===== src/rtl/stopwatch_pkg.sv =====
// Shared types, constants and helpers for the centisecond stopwatch core.
package stopwatch_pkg;

    localparam int unsigned T_W   = 14;
    localparam int unsigned T_MAX = 9999;

    localparam logic [1:0] MODE_UP_ZERO   = 2'b00;
    localparam logic [1:0] MODE_UP_PRESET = 2'b01;
    localparam logic [1:0] MODE_DN_MAX    = 2'b10;
    localparam logic [1:0] MODE_DN_PRESET = 2'b11;

    typedef enum logic [2:0] {
        LOAD,
        IDLE,
        RUN,
        PAUSE,
        DONE
    } state_t;

    typedef struct packed {
        logic [3:0] thousands;
        logic [3:0] hundreds;
        logic [3:0] tens;
        logic [3:0] ones;
    } bcd_t;

    // Seconds preset in centiseconds; out-of-range digits saturate at 9.
    function automatic logic [T_W-1:0] preset_value(input logic [3:0] d1, input logic [3:0] d0);
        logic [T_W-1:0] tens_s;
        logic [T_W-1:0] ones_s;
        tens_s = (d1 > 4'd9) ? T_W'(9) : T_W'(d1);
        ones_s = (d0 > 4'd9) ? T_W'(9) : T_W'(d0);
        return (tens_s * T_W'(1000)) + (ones_s * T_W'(100));
    endfunction

    function automatic bcd_t to_bcd(input logic [T_W-1:0] v);
        bcd_t b;
        b.thousands = 4'(v / T_W'(1000));
        b.hundreds  = 4'((v / T_W'(100)) % T_W'(10));
        b.tens      = 4'((v / T_W'(10)) % T_W'(10));
        b.ones      = 4'(v % T_W'(10));
        return b;
    endfunction

endpackage


===== src/rtl/stopwatch_if.sv =====
// Control and display bundle between the stopwatch core and its user.
interface stopwatch_if;
    import stopwatch_pkg::*;

    logic            start;
    logic [1:0]      mode;
    logic [3:0]      init_0;
    logic [3:0]      init_1;
    logic [T_W-1:0]  t_value;
    logic [15:0]     bcd;
    logic            running;
    logic            done;
    logic            disp_tick;

    modport master (
        output start, mode, init_0, init_1,
        input  t_value, bcd, running, done, disp_tick
    );

    modport slave (
        input  start, mode, init_0, init_1,
        output t_value, bcd, running, done, disp_tick
    );

endinterface


===== src/rtl/sw_tick_gen.sv =====
// Count-tick prescaler (enable + synchronous clear) and free-running display strobe.
module sw_tick_gen #(
    parameter int unsigned TICK_DIV = 1_000_000,
    parameter int unsigned DISP_DIV = 100_000
) (
    input  logic clk,
    input  logic rst,
    input  logic tick_en,
    input  logic tick_clr,
    output logic tick_c,
    output logic disp_tick
);

    localparam int unsigned TC_W = $clog2(TICK_DIV);
    localparam int unsigned DC_W = $clog2(DISP_DIV);

    logic [TC_W-1:0] tick_cnt;
    logic [DC_W-1:0] disp_cnt;

    assign tick_c = (tick_cnt == TC_W'(TICK_DIV - 1));

    always_ff @(posedge clk or posedge rst) begin
        if (rst) begin
            tick_cnt <= '0;
        end else if (tick_clr) begin
            tick_cnt <= '0;
        end else if (tick_en) begin
            tick_cnt <= tick_c ? '0 : tick_cnt + TC_W'(1);
        end
    end

    // Strobe is registered one count early so it is high exactly while disp_cnt == DISP_DIV-1.
    always_ff @(posedge clk or posedge rst) begin
        if (rst) begin
            disp_cnt  <= '0;
            disp_tick <= 1'b0;
        end else begin
            disp_cnt  <= (disp_cnt == DC_W'(DISP_DIV - 1)) ? '0 : disp_cnt + DC_W'(1);
            disp_tick <= (disp_cnt == DC_W'(DISP_DIV - 2));
        end
    end

endmodule


===== src/rtl/stopwatch_core.sv =====
// Centisecond stopwatch: control FSM, 0..9999 count register and BCD view.
module stopwatch_core
    import stopwatch_pkg::*;
#(
    parameter int unsigned TICK_DIV = 1_000_000,
    parameter int unsigned DISP_DIV = 100_000
) (
    input  logic        clk,
    input  logic        rst,
    stopwatch_if.slave  sw
);

    state_t          state;
    state_t          state_nx;
    logic            start_q;
    logic            start_edge_c;
    logic [T_W-1:0]  t_value;
    logic            dir;
    logic            running;
    logic            done;
    logic [T_W-1:0]  load_val_c;
    logic [T_W-1:0]  term_c;
    logic            at_term_c;
    logic            load_en_c;
    logic            step_en_c;
    logic            tick_en_c;
    logic            tick_clr_c;
    logic            tick_c;
    logic            disp_tick;

    assign start_edge_c = sw.start & ~start_q;
    assign term_c       = dir ? '0 : T_W'(T_MAX);
    assign at_term_c    = (t_value == term_c);

    always_comb begin
        load_val_c = '0;
        unique case (sw.mode)
            MODE_UP_ZERO:                   load_val_c = '0;
            MODE_DN_MAX:                    load_val_c = T_W'(T_MAX);
            MODE_UP_PRESET, MODE_DN_PRESET: load_val_c = preset_value(sw.init_1, sw.init_0);
            default:                        load_val_c = '0;
        endcase
    end

    // State register; running/done are registered from the next state to stay aligned with it.
    always_ff @(posedge clk or posedge rst) begin
        if (rst) begin
            state   <= LOAD;
            start_q <= 1'b0;
            running <= 1'b0;
            done    <= 1'b0;
        end else begin
            state   <= state_nx;
            start_q <= sw.start;
            running <= (state_nx == RUN);
            done    <= (state_nx == DONE);
        end
    end

    always_comb begin
        state_nx = state;
        unique case (state)
            LOAD:  state_nx = IDLE;
            IDLE:  if (start_edge_c) state_nx = RUN;
            RUN: begin
                if (at_term_c)         state_nx = DONE;
                else if (start_edge_c) state_nx = PAUSE;
            end
            PAUSE: if (start_edge_c) state_nx = RUN;
            DONE:  state_nx = DONE;
            default: state_nx = LOAD;
        endcase
    end

    // A start edge in RUN wins over a coincident tick, so pausing never steps.
    always_comb begin
        load_en_c  = 1'b0;
        step_en_c  = 1'b0;
        tick_en_c  = 1'b0;
        tick_clr_c = 1'b0;
        unique case (state)
            LOAD:  load_en_c = 1'b1;
            IDLE: begin
                load_en_c  = 1'b1;
                tick_clr_c = start_edge_c;
            end
            RUN: begin
                tick_en_c = 1'b1;
                step_en_c = tick_c & ~at_term_c & ~start_edge_c;
            end
            PAUSE: tick_clr_c = start_edge_c;
            DONE:  ;
            default: ;
        endcase
    end

    always_ff @(posedge clk or posedge rst) begin
        if (rst) begin
            t_value <= '0;
            dir     <= 1'b0;
        end else if (load_en_c) begin
            t_value <= load_val_c;
            dir     <= sw.mode[1];
        end else if (step_en_c) begin
            t_value <= dir ? t_value - T_W'(1) : t_value + T_W'(1);
        end
    end

    sw_tick_gen #(
        .TICK_DIV (TICK_DIV),
        .DISP_DIV (DISP_DIV)
    ) u_tick_gen (
        .clk       (clk),
        .rst       (rst),
        .tick_en   (tick_en_c),
        .tick_clr  (tick_clr_c),
        .tick_c    (tick_c),
        .disp_tick (disp_tick)
    );

    assign sw.t_value   = t_value;
    assign sw.bcd       = to_bcd(t_value);
    assign sw.running   = running;
    assign sw.done      = done;
    assign sw.disp_tick = disp_tick;

endmodule


===== src/flat_wrapper.sv =====
// flat-port wrapper written by rule: the top's interface ports become plain ports
module stopwatch_core_flat import stopwatch_pkg::*;
#(
    parameter int unsigned TICK_DIV = 1_000_000,
    parameter int unsigned DISP_DIV = 100_000
)
  (clk, rst, sw_start, sw_mode, sw_init_0, sw_init_1, sw_t_value, sw_bcd, sw_running, sw_done, sw_disp_tick);
  stopwatch_if sw_i ();
  input  logic clk;
  input  logic rst;
  input wire logic [$bits(sw_i.start)-1:0] sw_start;
  input wire logic [$bits(sw_i.mode)-1:0] sw_mode;
  input wire logic [$bits(sw_i.init_0)-1:0] sw_init_0;
  input wire logic [$bits(sw_i.init_1)-1:0] sw_init_1;
  output wire logic [$bits(sw_i.t_value)-1:0] sw_t_value;
  output wire logic [$bits(sw_i.bcd)-1:0] sw_bcd;
  output wire logic [$bits(sw_i.running)-1:0] sw_running;
  output wire logic [$bits(sw_i.done)-1:0] sw_done;
  output wire logic [$bits(sw_i.disp_tick)-1:0] sw_disp_tick;
  assign sw_i.start = sw_start;
  assign sw_i.mode = sw_mode;
  assign sw_i.init_0 = sw_init_0;
  assign sw_i.init_1 = sw_init_1;
  assign sw_t_value = sw_i.t_value;
  assign sw_bcd = sw_i.bcd;
  assign sw_running = sw_i.running;
  assign sw_done = sw_i.done;
  assign sw_disp_tick = sw_i.disp_tick;
  stopwatch_core #(.TICK_DIV(TICK_DIV), .DISP_DIV(DISP_DIV)) u_core (.clk(clk), .rst(rst), .sw(sw_i));
endmodule

===== config.mk =====
export PLATFORM = sky130hd
export DESIGN_NAME = stopwatch_core_flat
export DESIGN_NICKNAME = d
export VERILOG_FILES = /design/src/rtl/stopwatch_pkg.sv /design/src/rtl/stopwatch_if.sv /design/src/rtl/sw_tick_gen.sv /design/src/rtl/stopwatch_core.sv /design/src/flat_wrapper.sv
export SDC_FILE = /design/constraint.sdc
export NUM_CORES = 1
export LEC_CHECK = 0
export ABC_CLOCK_PERIOD_IN_PS = 11500
export CELL_PAD_IN_SITES_DETAIL_PLACEMENT = 0
export CELL_PAD_IN_SITES_GLOBAL_PLACEMENT = 1
export CORE_MARGIN = 10
export CORE_UTILIZATION = 45
export CTS_CLUSTER_SIZE = 25
export DETAILED_ROUTE_END_ITERATION = 6
export HOLD_SLACK_MARGIN = 0.08
export PLACE_DENSITY_LB_ADDON = 0.25
export RECOVER_POWER = 100
export SLEW_MARGIN = 10
export SYNTH_ARGS = -nofsm -noshare
export SYNTH_HDL_FRONTEND = slang
export SYNTH_SLANG_ARGS = --single-unit

===== constraint.sdc =====
create_clock -name clk -period 11.5 [get_ports clk]
set_input_delay 1.725 -clock clk [delete_from_list [all_inputs] [get_ports clk]]
set_output_delay 1.725 -clock clk [all_outputs]
set_load 0.005 [all_outputs]

==> metrics, run 1 <==
Worst slew margin -1.11; fillers 1835; total track usage 0.184; CORE AREA roughly 19000 um^2; H-tree depth 3; Post-Syn Nets approximately 1.2k; I/O pin count 46; Syn-to-layout area delta 8.98%; fin util 0.499; kind of critical path reg -> out; Req. time, crit path 9.78 ns; Setup crit start kind flip-flop; Seq/Total Area, Yosys 0.172; Final TNS setup 0 ns; Leakage Power about 3.8 nW; Clock Latency Late Sink roughly 0.32 ns; worst-case reg-to-reg path depth 14; #FFs+latches synth 59; Syn Area/Cell 7.59 um^2; Power, Total 0.739 mW; worst-margin pin slew 3.16 ns; Final Max Tran Viols 168; Post-Place Cells approximately 1.4k; gr busiest metal met2; post-synth top area cell dfrtp_1; worst min path class reg -> reg; CTS tree done; DRT antenna net count 0; complex-gate fraction of the synthesized area 0.320; layout cells sized above 1 0.0640; Main synth FF type dfrtp_1; final wirelength roughly 23000 um; first-pass GRT wire length 38900 um; hold_sp u_core.u_tick_gen.disp_cnt[0]$_DFF_PP0_; Max clock buf depth 2; CTS Buf Count 9; hold path depth 1; dpl ws 3.08 ns; Die Y 158 um; Non-Filler Instances between 1k and 1.5k; PD cells about 80 nW/um^2; initial antenna violation count 0; internal reg-to-reg setup slack between 7 and 8 ns; fin crit period 9.78 ns; Worst R2R Start u_core.sw.t_value[4]$_DFFE_PP0P_; Die Footprint 25000 um^2; Detail Placement HPWL ~17000 um; Clock Pin Slew Worst Setup and Hold Paths 0.05 ns; Final GP Congestion 0.903; Synth area leaders dfrtp_1 (17%), ha_1 (7.6%), a21oi_1 (5.7%); Critical Path AT 8.06 ns; # DRC 0; Post-Synth Adder-Cell Area 0.0995; violated checks capacitance limit, slew limit; final cycle utilization of the critical path 0.851; Antenna diodes 0; drt wl/cell 16.9 um; mux cell area share after synthesis 0.0184; Post-Syn Area 8570 um^2; main combinational cell family by area after synthesis compound AO/OA/AOI/OAI gates; share of the synthesized area in the top cell type 0.172; nets 1208; CTS Sinks slightly below 60; M2 GR Usage 0.311; clock skew 0.00678 ns; vias 8380; Hold EP u_core.u_tick_gen.disp_cnt[0]$_DFF_PP0_; # setup viols final 0; Rows 50; Post-Synthesis Cells 1129; Worst Path Max Fanout 34; # resized after CTS 0; RR Endpoint u_core.sw.t_value[13]$_DFFE_PP0P_; Final Worst Setup Slack 1.72 ns; fmax 0.102 GHz; die width 158 um; Min Hold Slack ~0.48 ns; DR vias/cell 6.10; Hold Vio Cnt, Final 0; root buffer cell clkbuf_16; met1 global-route usage 0.242; maxcap violations 4; yosys synthesis warning count 0; drt pass-1 iters 5; Max rail drop VDD 0.101 mV; simple-gate share of the synthesized area 0.238; run status complete, but fails checks; dpl cell area between 9000 and 10000 um^2; total gr overflow 0; met3 usage 0.0179; XOR/XNOR Fraction of Synth Area 0.0859; critical path capture point type output port; Starting Density 0.458; Post-synth EDFFs 0; hold buffer count at CTS 0; largest net degree at the start of global routing 60; Design Area, Final 9340 um^2; vias in the first global route ~8.0k; Async S/R FF share, synth 1.00; Post-CTS Setup Inserts 0; PortBufs 45; count of different cell masters after synthesis 106; RSZ-0062 raised after global routing false; initial DRC count 594
## flip-flops by register name, indices dropped and copies added, names as in the netlist
name,flops
u_core.u_tick_gen.disp_cnt,17
u_core.start_q,1
u_core.state,3
u_core.sw.done,1
u_core.u_tick_gen.tick_cnt,20
u_core.dir,1
u_core.u_tick_gen.disp_tick,1
u_core.sw.t_value,14
u_core.sw.running,1
## report_power, final
group	internal, mW	switching [mW]	total (mW)
clock network	0.190	0.0953	0.285
registers	0.217	0.00721	0.224
logic	0.106	0.124	0.230
## synth_stat cells (all sizes together), types with 7 or more instances
| cell type | instances |
|---|---|
| a21oi | 98 |
| nand2b | 22 |
| nor2b | 21 |
| o2111ai | 8 |
| and2 | 9 |
| o21a | 14 |
| nor2 | 92 |
| nor3 | 30 |
| nand2 | 87 |
| ha | 52 |
| o21bai | 14 |
| a21boi | 8 |
| o21ai | 69 |
| o311ai | 7 |
| buf | 29 |
| nand3 | 41 |
| o211ai | 16 |
| nor4 | 15 |
| dfrtp | 59 |
| clkbuf | 33 |
| o22ai | 12 |
| mux2i | 12 |
| a311oi | 11 |
| a21o | 15 |
| inv | 60 |
| or2 | 12 |
| a211oi | 14 |
| a211o | 9 |
| o31ai | 11 |
| a31oi | 16 |
| or3 | 14 |
| and3 | 15 |
| xor2 | 28 |
| nand4 | 16 |
| xnor2 | 56 |
| fa | 8 |
## logic make-up (layout without fill, tap and decap cells)
kind of cell,Yosys count,in the layout
flops,59,59
xor+xnor,84,84
other cells,1,1
compound gates,383,383
simple gates,397,397
mux,15,15
fa+ha+maj,64,64
buf+inv,126,137
## cells in the final DEF (no fill, tap or decap), types with 14 or more instances in the layout
master	count
xor2_1	28
nand2_1	85
nand4_1	16
o211ai_1	15
clkdlybuf4s50_1	27
a21oi_1	98
nor4_1	15
nor2b_1	21
inv_1	55
dlygate4sd3_1	18
a21o_1	15
o21bai_1	14
dfrtp_1	59
or3_1	14
xnor2_1	56
ha_1	52
nand2b_1	22
nor3_1	27
nand3_1	41
nor2_1	92
o21ai_0	60
and3_1	15
o21a_1	14
## metal layers
| layer | share of wire | up-vias |
|---|---|---|
| met5 | 0 | - |
| met4 | 0.022 | 0 |
| met3 | 0.034 | 37 |
| met2 | 0.48 | 189 |
| met1 | 0.47 | 3955 |
| li1 | - | 4199 |
## area by class of cell
cell class,count,area [um^2],share of cell area
inverter,64,240,0.0257
multi-input combinational,944,6500,0.696
sequential,59,1480,0.158
clock buffer,10,229,0.0245
clock inverter,6,88.8,0.00951
timing repair buffer,57,507,0.0543
tap,234,293,0.0314
## critical path, cell delays in order (launching register included)
cell and delay [ns]:
dfrtp_1 0.36, clkbuf_1 1.08, inv_1 0.55, nor2_1 0.37, a211oi_1 0.19, a21oi_1 0.40
a21oi_1 0.19, a31oi_1 0.64, clkbuf_1 0.33, nor2_1 0.12, a211oi_1 0.73, o21ai_0 0.20
a21oi_1 0.30, ha_1 0.21, nand2_1 0.05, o41ai_1 0.48, xnor2_1 0.24, ha_1 0.24
or3_1 0.36, o21ai_0 0.08, dlygate4sd3_1 0.59
## worst max path at each step
stage	start	end	slack, ns	depth (start not counted)
floorplan	u_core.sw.t_value[11]$_DFFE_PP0P_	sw_bcd[6]	4.89	23
global route	u_core.sw.t_value[9]$_DFFE_PP0P_	sw_bcd[11]	1.0	20
CTS	u_core.sw.t_value[10]$_DFFE_PP0P_	sw_bcd[11]	2.70	18
global placement	u_core.sw.t_value[10]$_DFFE_PP0P_	sw_bcd[11]	3.17	18
detailed placement	u_core.sw.t_value[10]$_DFFE_PP0P_	sw_bcd[11]	3.08	18
finish	u_core.sw.t_value[9]$_DFFE_PP0P_	sw_bcd[11]	1.72	20
Note: power is estimated with default switching activity, not from simulation.
==> inputs of run 2 (changes only) <==
- SKIP_CTS_REPAIR_TIMING: unset -> 1
==> results of run 2 <==
The final DEF is identical to that of run 1; final timing and power are the same.
==> inputs of run 3 (changes only) <==
- CAP_MARGIN: unset -> 40
- CTS_CLUSTER_SIZE: 25 -> unset
- GPL_TIMING_DRIVEN: unset -> 0
==> run 3 against run 2 <==
The run still ends with capacitance limit, slew limit left. Wire length rose by 8.0%. Die area unchanged. Clock power about the same. Via count grew 3.3%. Clock-buffer cell count is the same.
==> metrics, run 3 (synthesis gave the netlist of run 1 again) <==
hold_sp u_core.state[0]$_DFF_PP0_; Worst R2R Start u_core.sw.t_value[7]$_DFFE_PP0P_; drt pass-1 iters 7 (+2); commonest non-fill, non-tap cell in the layout a21oi_1; Worst slew margin -0.124 (+0.982); largest net degree at the start of global routing 33 (-45%); initial antenna violation count 1 (+1); vias in the first global route 8224 (+3.1%); I/O pin count 46 (unchanged); clock skew 0.00572 ns (-0.00106 ns); Max rail drop VDD 0.113 mV (+11%); root buffer cell clkbuf_16; final cycle utilization of the critical path 0.820 (-0.0309); Hold EP u_core.sw.done$_DFF_PP0_; hold path depth 1 (unchanged); RR Endpoint u_core.sw.t_value[11]$_DFFE_PP0P_; critical path capture point type output port; DRT antenna net count 0 (unchanged); violated checks capacitance limit, slew limit; Die Footprint 25000 um^2 (unchanged); commonest cells after routing, fill and taps aside a21oi_1 (98), nor2_1 (92), nand2_1 (85); Critical Path AT 7.70 ns (-0.36 ns); worst path cell trace clkbuf_1 > or2_0 > a211oi_1 > a221o_1 > a211oi_1 > a21oi_1 > a31oi_1 > clkbuf_1 > a2111oi_0 > o32ai_1 > nand2_1 > nand2_1 > inv_1 > xor2_1 > ha_1 > inv_1 > o41ai_4 > xnor2_1 > inv_1 > ha_1 > o21ai_0 > o2bb2ai_1 > dlygate4sd3_1; PortBufs 44 (-2.2%); H-tree depth 3 (unchanged); Setup crit start kind flip-flop; Req. time, crit path 9.78 ns (about the same); fin util 0.511 (+0.0122); Worst Path Max Fanout 10 (-71%); Clock Latency Late Sink 0.33 ns (about the same); Clock Pin Slew Worst Setup and Hold Paths 0.05 ns (about the same); Largest Register u_core.u_tick_gen.tick_cnt; fin crit period 9.43 ns (-0.355 ns); Rows 50 (unchanged); die width 158 um (unchanged); PD cells 77.4 nW/um^2 (-2.2%); Leakage Power 3.94 nW (+3.8%); CTS Buf Count 9 (unchanged); Final GP Congestion 0.977 (+8.1%); Starting Density 0.458 (unchanged); vias 8653 (+3.3%); CORE AREA 18700 um^2 (unchanged); kind of critical path reg -> out; nets 1259 (+4.2%); cell mode on critical path inv_1; drt wl/cell 17.5 um (+4.0%); Hold Vio Cnt, Final 0 (unchanged); DR vias/cell 6.07 (-0.51%); Power, Total 0.741 mW (+0.20%); CTS Sinks 59 (unchanged); Final Max Tran Viols 33 (-80%); Die Y 158 um (unchanged); final wirelength 25000 um (+8.0%); worst-case reg-to-reg path depth 12 (-2); maxcap violations 1 (-3); fmax 0.106 GHz (+3.8%); run status complete, but fails checks; worst min path class reg -> reg; CP max-delay cell o32ai_1; worst-margin pin slew 1.69 ns (-1.47 ns); Syn-to-layout area delta 11.7%; layout cells sized above 1 0.0764 (+0.0124); Detail Placement HPWL 19600 um (+14%); first-pass GRT wire length 41300 um (+6.0%); Max clock buf depth 2 (unchanged); Largest register FFs 20 (unchanged); total track usage 0.200 (+0.0159); CTS tree done; dpl ws 3.51 ns (+0.432 ns); internal reg-to-reg setup slack 7.61 ns (+0.17 ns); # setup viols final 0 (unchanged); Max stage delay on crit path 0.92 ns (-0.16 ns); total gr overflow 0 (unchanged); Final Worst Setup Slack 2.07 ns (+0.355 ns); # DRC 0 (unchanged); largest registers u_core.u_tick_gen.tick_cnt (20), u_core.u_tick_gen.disp_cnt (17), u_core.sw.t_value (14); RSZ-0062 raised after global routing false; Final TNS setup 0 ns (unchanged); Setup crit start u_core.sw.t_value[10]$_DFFE_PP0P_; initial DRC count 716 (+21%)
-- run 3: cell count changes in the layout (fill, tap and decap cells not counted), sizes merged --
cell / change
buf: +24
dlygate4sd3: +5
inv: +1
diode: +1
clkbuf: +28
clkinv: -1
clkdlybuf4s50: -6
-- run 3: layout make-up --
class	instances	area, um^2
Antenna cell	1	2.50
Clock buffer	10	229
Timing Repair Buffer	46	449
Buffer	62	324
Inverter	64	240
Clock inverter	6	88.8
Sequential cell	59	1480
Tap cell	234	293
Multi-Input combinational cell	944	6460
Fill cell	1863	9140
-- run 3: power by group --
part | switching [mW] | internal [mW] | leakage (nW)
registers | 0.00867 | 0.217 | 0.750
logic | 0.123 | 0.106 | 3.04
clock network | 0.0960 | 0.190 | 0.149
total | 0.228 | 0.512 | 3.94
-- run 3: critical path, delay by kind of cell (launching register included) --
kind            cells  cell delay [ns]
compound gates     10             3.46
buf+inv             6             1.78
simple gates        3             0.62
xor+xnor            2             0.59
fa+ha+maj           2             0.49
flops               1             0.42
-- run 3: per-layer routing --
layer / up-vias / GRT usage / part of all wire
li1: 4307 / - / -
met1: 4072 / 0.258 / 0.46
met2: 231 / 0.324 / 0.45
met3: 43 / 0.0293 / 0.044
met4: 0 / 0.0900 / 0.043
met5: - / 0 / 0
-- run 3: per-stage QoR --
stage	cell area (um^2)	hold WS [ns]	instances
2_1_floorplan	8570	0.449	1129
3_3_place_gp	9300	0.477	1407
3_5_place_dp	9330	0.484	1409
4_1_cts	9640	0.489	1425
5_1_grt	9560	0.528	1425
6_report	9570	0.482	1426
-- run 3: worst max-delay path by stage --
stage               slack, ns  cells after the start    endpoint
finish                   2.07                     23   sw_bcd[6]
global route             1.36                     24   sw_bcd[6]
CTS                      3.13                     22   sw_bcd[6]
detailed placement       3.51                     22   sw_bcd[6]
global placement         3.47                     19  sw_bcd[11]
floorplan                4.89                     23   sw_bcd[6]
==> edit, RTL diff (config.mk and constraints of run 2) <==
Re-encode `state_t` (5 states) as one-hot, 5 bits wide.
--- a/src/rtl/stopwatch_pkg.sv
+++ b/src/rtl/stopwatch_pkg.sv
@@ -9,12 +9,12 @@
     localparam logic [1:0] MODE_DN_MAX    = 2'b10;
     localparam logic [1:0] MODE_DN_PRESET = 2'b11;
 
-    typedef enum logic [2:0] {
-        LOAD,
-        IDLE,
-        RUN,
-        PAUSE,
-        DONE
+    typedef enum logic [4:0] {
+        LOAD  = 5'b00001,
+        IDLE  = 5'b00010,
+        RUN   = 5'b00100,
+        PAUSE = 5'b01000,
+        DONE  = 5'b10000
     } state_t;
 
     typedef struct packed {
Function: no difference found for any inputs over 4 cycles, from zero or initial values and one cycle with rst high; so few cycles prove little.
==> edit against run 2 <==
- the run ends with DRC, capacitance limit, slew limit left
- final cell count increased by 0.36%
- setup slack improved by 190 ps
- area after synthesis is 0.89% higher
- non-clock buffer count unchanged
- clock skew grew 1.3 ps
- die area grew 0.78%
- final area rose by 0.34%
- sequential cell count is 2 higher
- wire length is 5.7% lower
- critical path type unchanged
- highest routed layer unchanged
Power is left out: the tool's default activity adds up to more than one toggle a clock period on the data nets, which glitch-free logic cannot reach.
==> edit: results (changes against run 2) <==
Detailed Place HPWL: 16,200 um (was 17,300 um)
Max Cap Viol: 2 (was 4)
Failing checks: DRC, capacitance limit, slew limit (was capacitance limit, slew limit)
Vias in the first global route: 7,633 (was 7,976)
Worst-path fanout max: 28 (was 34)
Top post-synthesis cells by area: dfrtp_1 (17%), ha_1 (7.5%), xnor2_1 (5.7%) (was dfrtp_1 (17%), ha_1 (7.6%), a21oi_1 (5.7%))
Max transition margin: -1.19 (was -1.11)
Dpl ws: 3140 ps (was 3080 ps)
Clock Path Buffers: 2 (unchanged)
Min-delay src: u_core.u_tick_gen.disp_cnt[12] (was u_core.u_tick_gen.disp_cnt[0])
Critical path's largest stage delay: 960 ps (was 1080 ps)
Post-synth ARST share: 1.00 (unchanged)
Post-route DRC: 5 (was 0)
Remaining Overflow, GRT: 0 (unchanged)
Worst EP arrival: 7870 ps (was 8060 ps)
Area of the core: 18,800 um2 (was 18,700 um2)
Vias per std cell: 5.87 (was 6.10)
Post-Route WL: 21,800 um (was 23,200 um)
Largest regs: u_core.u_tick_gen.tick_cnt (20), u_core.u_tick_gen.disp_cnt (17), u_core.sw.t_value (14) (unchanged)
Nets: 1,187 (was 1,208)
Layout cells sized above 1: 0.0688 (was 0.0640)
Ant diodes: 0 (unchanged)
Seq/Total Area, Yosys: 0.177 (was 0.172)
First-pass GRT wire length: 37,000 um (was 38,900 um)
CP Launch Point: u_core.sw.t_value[12] (was u_core.sw.t_value[9])
Status: finished with violations (unchanged)
Gr usage total: 0.173 (was 0.184)
RR Startpoint: u_core.sw.t_value[6] (was u_core.sw.t_value[4])
Skew final: 8.10 ps (was 6.78 ps)
Max Transition Viols Final: 98 (was 168)
Synth unique cells: 117 (was 106)
Placed inst area: 9110 um2 (was 9070 um2)
Largest net degree at the start of global routing: 62 (was 60)
First drt pass iteration count: 7 (was 5)
Iter 0 DRT Violations: 449 (was 594)
[edit: critical path: cells and delay by family, from the launching register on]
| family | cells | cell delay, ps |
|---|---|---|
| compound gates | 11 | 2740 |
| buf+inv | 3 | 1890 |
| simple gates | 3 | 1400 |
| mux | 2 | 870 |
| flops | 1 | 320 |
| fa+ha+maj | 1 | 210 |
| xor+xnor | 1 | 80 |
[edit: cell type report]
class                           instances  area [um2]
Clock buffer                            9         225
Clock inverter                          7        72.6
Fill cell                            1852        9460
Inverter                               72         273
Multi-Input combinational cell        913        6430
Sequential cell                        61        1530
Tap cell                              260         325
Timing Repair Buffer                   57         510
[edit: logic make-up (layout without fill, tap and decap cells)]
| group | after synthesis | count (layout) | synth area share |
|---|---|---|---|
| buf+inv | 145 | 145 | 0.0777 |
| fa+ha+maj | 68 | 68 | 0.104 |
| flops | 61 | 61 | 0.177 |
| xor+xnor | 82 | 82 | 0.0861 |
| mux | 23 | 23 | 0.0274 |
| other cells | 1 | 1 | 0.000434 |
| simple gates | 360 | 360 | 0.210 |
| compound gates | 379 | 379 | 0.318 |
[edit: layer usage]
layer	track usage	vias to the layer above	wire [um]
met5	0	-	0
met4	0.0366	0	174
met3	0.0200	13	749
met2	0.289	174	10500
met1	0.234	3809	10400
li1	-	4102	-
[edit: final timing paths]
check                                                      end  slack, ps  cells past startpoint
worst max-delay path                                sw_bcd[11]       1910                     21
worst min-delay path            u_core.u_tick_gen.disp_cnt[12]        510                      1
worst max register to register           u_core.sw.t_value[12]       7370                      9
worst min register to register  u_core.u_tick_gen.disp_cnt[12]        510                      1
max in group asynchronous       u_core.u_tick_gen.tick_cnt[18]       6550                      3
min in group asynchronous        u_core.u_tick_gen.disp_cnt[0]       3110                      3
[edit: per-stage QoR]
stage | util | std cells | hold slack, ps
after global placement | 0.484 | 1363 | 482
after floorplan | - | 1119 | 454
final | 0.497 | 1379 | 505
after detailed placement | 0.484 | 1363 | 495
after CTS | 0.500 | 1379 | 506
after global routing | 0.497 | 1379 | 526
